--- src/rtl/issue_stage.sv ---
// Dual-issue in-order issue stage: scoreboard hazard checks plus a holding register.
// Define ISSUE_STAGE_PERF_CNT_EN to build the stall/issue performance counters.
module issue_stage #(
   parameter int PAYLOAD_W = 256,
   parameter int WB_PORTS  = 2
) (
   input  logic                           clk,
   input  logic                           rst,
   input  logic                           flush_i,
   input  logic [1:0]                     head_valid_i,
   input  logic [1:0][4:0]                head_rs0_i,
   input  logic [1:0][4:0]                head_rs1_i,
   input  logic [1:0][4:0]                head_rd_i,
   input  logic [1:0][PAYLOAD_W-1:0]      head_payload_i,
   output logic [1:0]                     read_num_o,
   input  logic [WB_PORTS-1:0]            wb_valid_i,
   input  logic [WB_PORTS-1:0][4:0]       wb_reg_i,
   input  logic                           ex_ready_i,
   output logic [1:0]                     issue_valid_o,
   output logic [1:0][4:0]                issue_rd_o,
   output logic [1:0][PAYLOAD_W-1:0]      issue_payload_o,
   output logic [31:0]                    stall_cnt_o,
   output logic [31:0]                    issue_cnt_o
);

   logic [31:0] busy_q;
   logic [31:0] busy_d;
   logic [31:0] wb_hit;
   logic [31:0] busy_eff;
   logic [31:0] set_mask;
   logic [1:0]  src_ok;
   logic        can_acc;
   logic        raw;
   logic        waw;
   logic        go0;
   logic        go1;
   logic [1:0]  go;

   // Writebacks landing this cycle are bypassed into the hazard check.
   always_comb begin
      wb_hit = '0;
      for (int k = 0; k < WB_PORTS; k++) begin
         if (wb_valid_i[k]) wb_hit[wb_reg_i[k]] = 1'b1;
      end
      busy_eff    = busy_q & ~wb_hit;
      busy_eff[0] = 1'b0;
   end

   always_comb begin
      src_ok = '0;
      for (int s = 0; s < 2; s++) begin
         src_ok[s] = ~busy_eff[head_rs0_i[s]]
                   & ~busy_eff[head_rs1_i[s]]
                   & ~busy_eff[head_rd_i[s]];
      end
   end

   assign can_acc = ~|issue_valid_o | ex_ready_i;

   assign raw = (head_rd_i[0] != 5'd0)
              & ((head_rd_i[0] == head_rs0_i[1])
              |  (head_rd_i[0] == head_rs1_i[1]));

   assign waw = (head_rd_i[1] != 5'd0)
              & (head_rd_i[1] == head_rd_i[0]);

   assign go0 = head_valid_i[0] & can_acc & ~flush_i & ~rst & src_ok[0];
   assign go1 = go0 & head_valid_i[1] & src_ok[1] & ~raw & ~waw;
   assign go  = {go1, go0};

   assign read_num_o = {1'b0, go0} + {1'b0, go1};

   // Set wins over a same-cycle writeback clear.
   always_comb begin
      set_mask = '0;
      if (go0) set_mask[head_rd_i[0]] = 1'b1;
      if (go1) set_mask[head_rd_i[1]] = 1'b1;
      busy_d    = (busy_q & ~wb_hit) | set_mask;
      busy_d[0] = 1'b0;
   end

   always_ff @(posedge clk) begin
      if (rst || flush_i) begin
         busy_q <= '0;
      end else begin
         busy_q <= busy_d;
      end
   end

   always_ff @(posedge clk) begin
      if (rst) begin
         issue_valid_o   <= '0;
         issue_rd_o      <= '0;
         issue_payload_o <= '0;
      end else if (flush_i) begin
         issue_valid_o <= '0;
      end else if (can_acc) begin
         issue_valid_o <= go;
         for (int s = 0; s < 2; s++) begin
            if (go[s]) begin
               issue_rd_o[s]      <= head_rd_i[s];
               issue_payload_o[s] <= head_payload_i[s];
            end
         end
      end
   end

`ifdef ISSUE_STAGE_PERF_CNT_EN
   logic [31:0] stall_cnt_q;
   logic [31:0] issue_cnt_q;

   always_ff @(posedge clk) begin
      if (rst) begin
         stall_cnt_q <= '0;
         issue_cnt_q <= '0;
      end else begin
         if (head_valid_i[0] && (read_num_o == 2'd0) && !flush_i) begin
            stall_cnt_q <= stall_cnt_q + 32'd1;
         end
         issue_cnt_q <= issue_cnt_q + {30'd0, read_num_o};
      end
   end

   assign stall_cnt_o = stall_cnt_q;
   assign issue_cnt_o = issue_cnt_q;
`else
   assign stall_cnt_o = '0;
   assign issue_cnt_o = '0;
`endif

endmodule

--- config.mk ---
export PLATFORM = sky130hd
export DESIGN_NAME = issue_stage
export DESIGN_NICKNAME = d
export VERILOG_FILES = /design/src/rtl/issue_stage.sv
export SDC_FILE = /design/constraint.sdc
export NUM_CORES = 1
export LEC_CHECK = 0
export ABC_CLOCK_PERIOD_IN_PS = 9000
export CELL_PAD_IN_SITES_DETAIL_PLACEMENT = 1
export CELL_PAD_IN_SITES_GLOBAL_PLACEMENT = 2
export CORE_AREA = 2 2 450 452
export DETAILED_ROUTE_END_ITERATION = 7
export DIE_AREA = 0 0 452 454
export MAX_ROUTING_LAYER = met4
export PLACE_DENSITY = 0.57
export SETUP_SLACK_MARGIN = 0.02
export SLEW_MARGIN = 10
export SYNTH_ARGS = -nofsm -noshare
export SYNTH_HDL_FRONTEND = slang
export SYNTH_SLANG_ARGS = --single-unit
--- constraint.sdc ---
create_clock -name clk -period 9 [get_ports clk]
set_input_delay 1.8 -clock clk [delete_from_list [all_inputs] [get_ports clk]]
set_output_delay 1.8 -clock clk [all_outputs]
set_load 0.02 [all_outputs]
==> results.ini <==
[run_status]
outcome = finished, final reports clean

[critical_path]
rrSetupSlack_ns = 4.45
path_max_fanout = 9
path_class = primary input to primary output
worstRegToRegCells = 11
arrival_ns = 6.34
cp-end-kind = primary output
regToRegEndpoint = issue_payload_o[416]
r2r-start = busy_q[30]
required_ns = 7.20
start_kind = primary input

[clock_network]
clock-sinks = 555
clockBufferDepth = 3
cts_max_level = 3
hold_buffers = 0
clock_latency_ns = 0.71
cts_tree = done
cts-buffers-inserted = 79
cts_resized = 0
cts_setup_buffers = 0
path_clk_slew_ns = 0.05
cts-root-buf = clkbuf_16

[timing]
setup_violations = 0
fin_crit_ns = 8.14
fmax_ghz = 0.123
relSlewSlack = 0.209
hold_violations = 0
setup_tns_ns = 0
worst_pin_slew_ns = 1.19
hold_ws_ns = 0.453
rsz0062_at_grt = false
finalClockSkew_ns = 0.0361
slew_viol_final = 0
fin_ws_ns = 0.860
finalCritPeriodShare = 0.904

[power]
p_leak_uw = 0.0125
ir_drop_uv = 118
power_density_nw_per_um2 = 167

[detailed_routing]
avgRoutedWirePerCell_microns = 26.3
vias = 28200
drtPass1Iterations = 5
vias_per_cell = 4.20
routed_wl_microns = 176000
drt_iter0_drc = 1892
antenna_left = 0
drc = 0

[synthesis]
ys_seq_elements = 555
ys_warn_count = 0
async_flop_share = 0
syn_area_per_cell_sq_um = 8.11
synth_top_cell_by_area = dfxtp_1
synth_edf_count = 0
synthesis.area_sq_um = 25000
netlist_top_cells_area = dfxtp_1 (45%), a21oi_1 (11%), nand2_1 (8.6%), o31ai_1 (8.3%), nand4_1 (6.9%)
ys_seq_area_frac = 0.445
synth_flop_cell = dfxtp_1
yosysUniqueCellTypes = 83
netlist_top_cells_count = nand2_1 (570), dfxtp_1 (555), a21oi_1 (537)
synthDominantCellAreaShare = 0.445
syn_inst = 3078
synth.most_common_cell = nand2_1

[placed_design]
io_buffer_count = 1085
place_ws_ns = 0.831
gp_congestion = 0.865
dp_hpwl_microns = 130000

[global_route]
grtUsageTotal = 0.168
grt_max_degree = 172
grt_pass1_vias = 28800
antenna_found_initial = 60
gr-total-overflow = 0
grt_pass1_wl_microns = 240000

[flow_run]
drv_cap = 0

[die]
rows = 165
num_io_pins = 1150
initial_utilization = 0.124
die-width_microns = 452
core_area_sq_um = 201000
die_h_microns = 454
die_area_sq_um = 205000

[hold_path]
hold_path_depth = 2
worstHoldStart = issue_payload_o[147]
holdPathEnd = issue_payload_o[147]
hold_class = flip-flop to flip-flop

[final_layout]
nFillCells = 23600
layout-drive-gt1-share = 0.0606
nNetsFinal = 4530
syn2layout_area_growth_pct = 63.6

cell usage in the layout (no fill, tap or decap), drive strengths merged, types with 8 or more instances in the layout:
master and n:
a21oi 537, a32oi 8, buf 76, clkbuf 121, clkdlybuf4s50 1084, clkinv 11
conb 64, dfxtp 555, diode 12, inv 17, nand2 570, nand2b 21
nand3 21, nand4 277, nand4b 10, nor2 49, nor2b 13, nor3 34
nor4 11, o211ai 9, o21ai 33, o221a 10, o221ai 33, o22ai 18
o31ai 276, o32a 13, or2 8, xor2 12
layout make-up:
cell class,count,area (sq um),share of cell area
Clock buffer,121,2380,0.0584
Multi-Input combinational cell,2159,12100,0.296
Tap cell,2672,3340,0.0819
Clock inverter,19,260,0.00638
Timing Repair Buffer,1160,11500,0.282
Sequential cell,555,11100,0.272
Inverter,14,60.1,0.00147
Antenna cell,12,30.0,0.000736
layer usage:
layer  GRT usage  up-vias  part of all wire
met3      0.0545      217             0.075
met4      0.0364        0             0.019
met5           -        -                 0
met2       0.277      969              0.49
met1       0.200    14000              0.42
li1            -    13000                 -
registers in the layout, summed over array words and instances (netlist names):
| register | count |
|---|---|
| issue_payload_o | 512 |
| busy_q | 31 |
| issue_rd_o | 10 |
| issue_valid_o | 2 |
how the worst max path moves through the flow:
| stage | from | endpoint | slack (ns) |
|---|---|---|---|
| after floorplan | wb_reg_i[0] | read_num_o[0] | 2.68 |
| after global placement | wb_reg_i[3] | read_num_o[0] | 0.81 |
| after detailed placement | wb_reg_i[8] | read_num_o[0] | 0.83 |
| after CTS | wb_reg_i[8] | read_num_o[0] | 0.82 |
| after global routing | wb_reg_i[8] | read_num_o[0] | 0.61 |
| final | wb_reg_i[8] | read_num_o[0] | 0.86 |
through the flow:
stage          cell area, sq um  instances  total power (uW)   util
3_5_place_dp              38100       6560              3590  0.190
4_1_cts                   40800       6700              6970  0.203
3_3_place_gp              38100       6560              3590  0.190
6_report                  40800       6712              6810  0.203
2_1_floorplan             25200       3141              3030      -
5_1_grt                   40800       6712              7120  0.203
report_power, final:
part	leakage (uW)	internal (uW)	switching (uW)	total [uW]
combinational	0.00671	387	608	996
clock	0.00131	1940	1340	3280
sequential	0.00448	2510	27.0	2530
total	0.0125	4830	1970	6810
logic make-up (layout without fill, tap and decap cells):
| family | after synthesis | count (layout) | synth area share |
|---|---|---|---|
| other | 1 | 76 | 0.000150 |
| flip-flops | 555 | 555 | 0.445 |
| AND/OR/NAND/NOR | 1056 | 1056 | 0.205 |
| adder cells (fa/ha/maj) | 1 | 1 | 0.000501 |
| XOR/XNOR | 14 | 14 | 0.00491 |
| AO/OA/AOI/OAI | 1008 | 1008 | 0.254 |
| multiplexers | 16 | 16 | 0.00867 |
| buffers and inverters | 427 | 1314 | 0.0810 |
critical path: stages:
cell	delay, ns
clkdlybuf4s50_1	0.55
or4b_1	0.73
o221ai_1	0.55
nor2_1	0.10
o31ai_1	0.38
o32ai_1	0.21
nor4_4	0.46
nand3_1	0.27
nor2_1	0.43
ha_1	0.33
clkdlybuf4s50_1	0.54
Note: power is estimated with default switching activity, not from simulation.
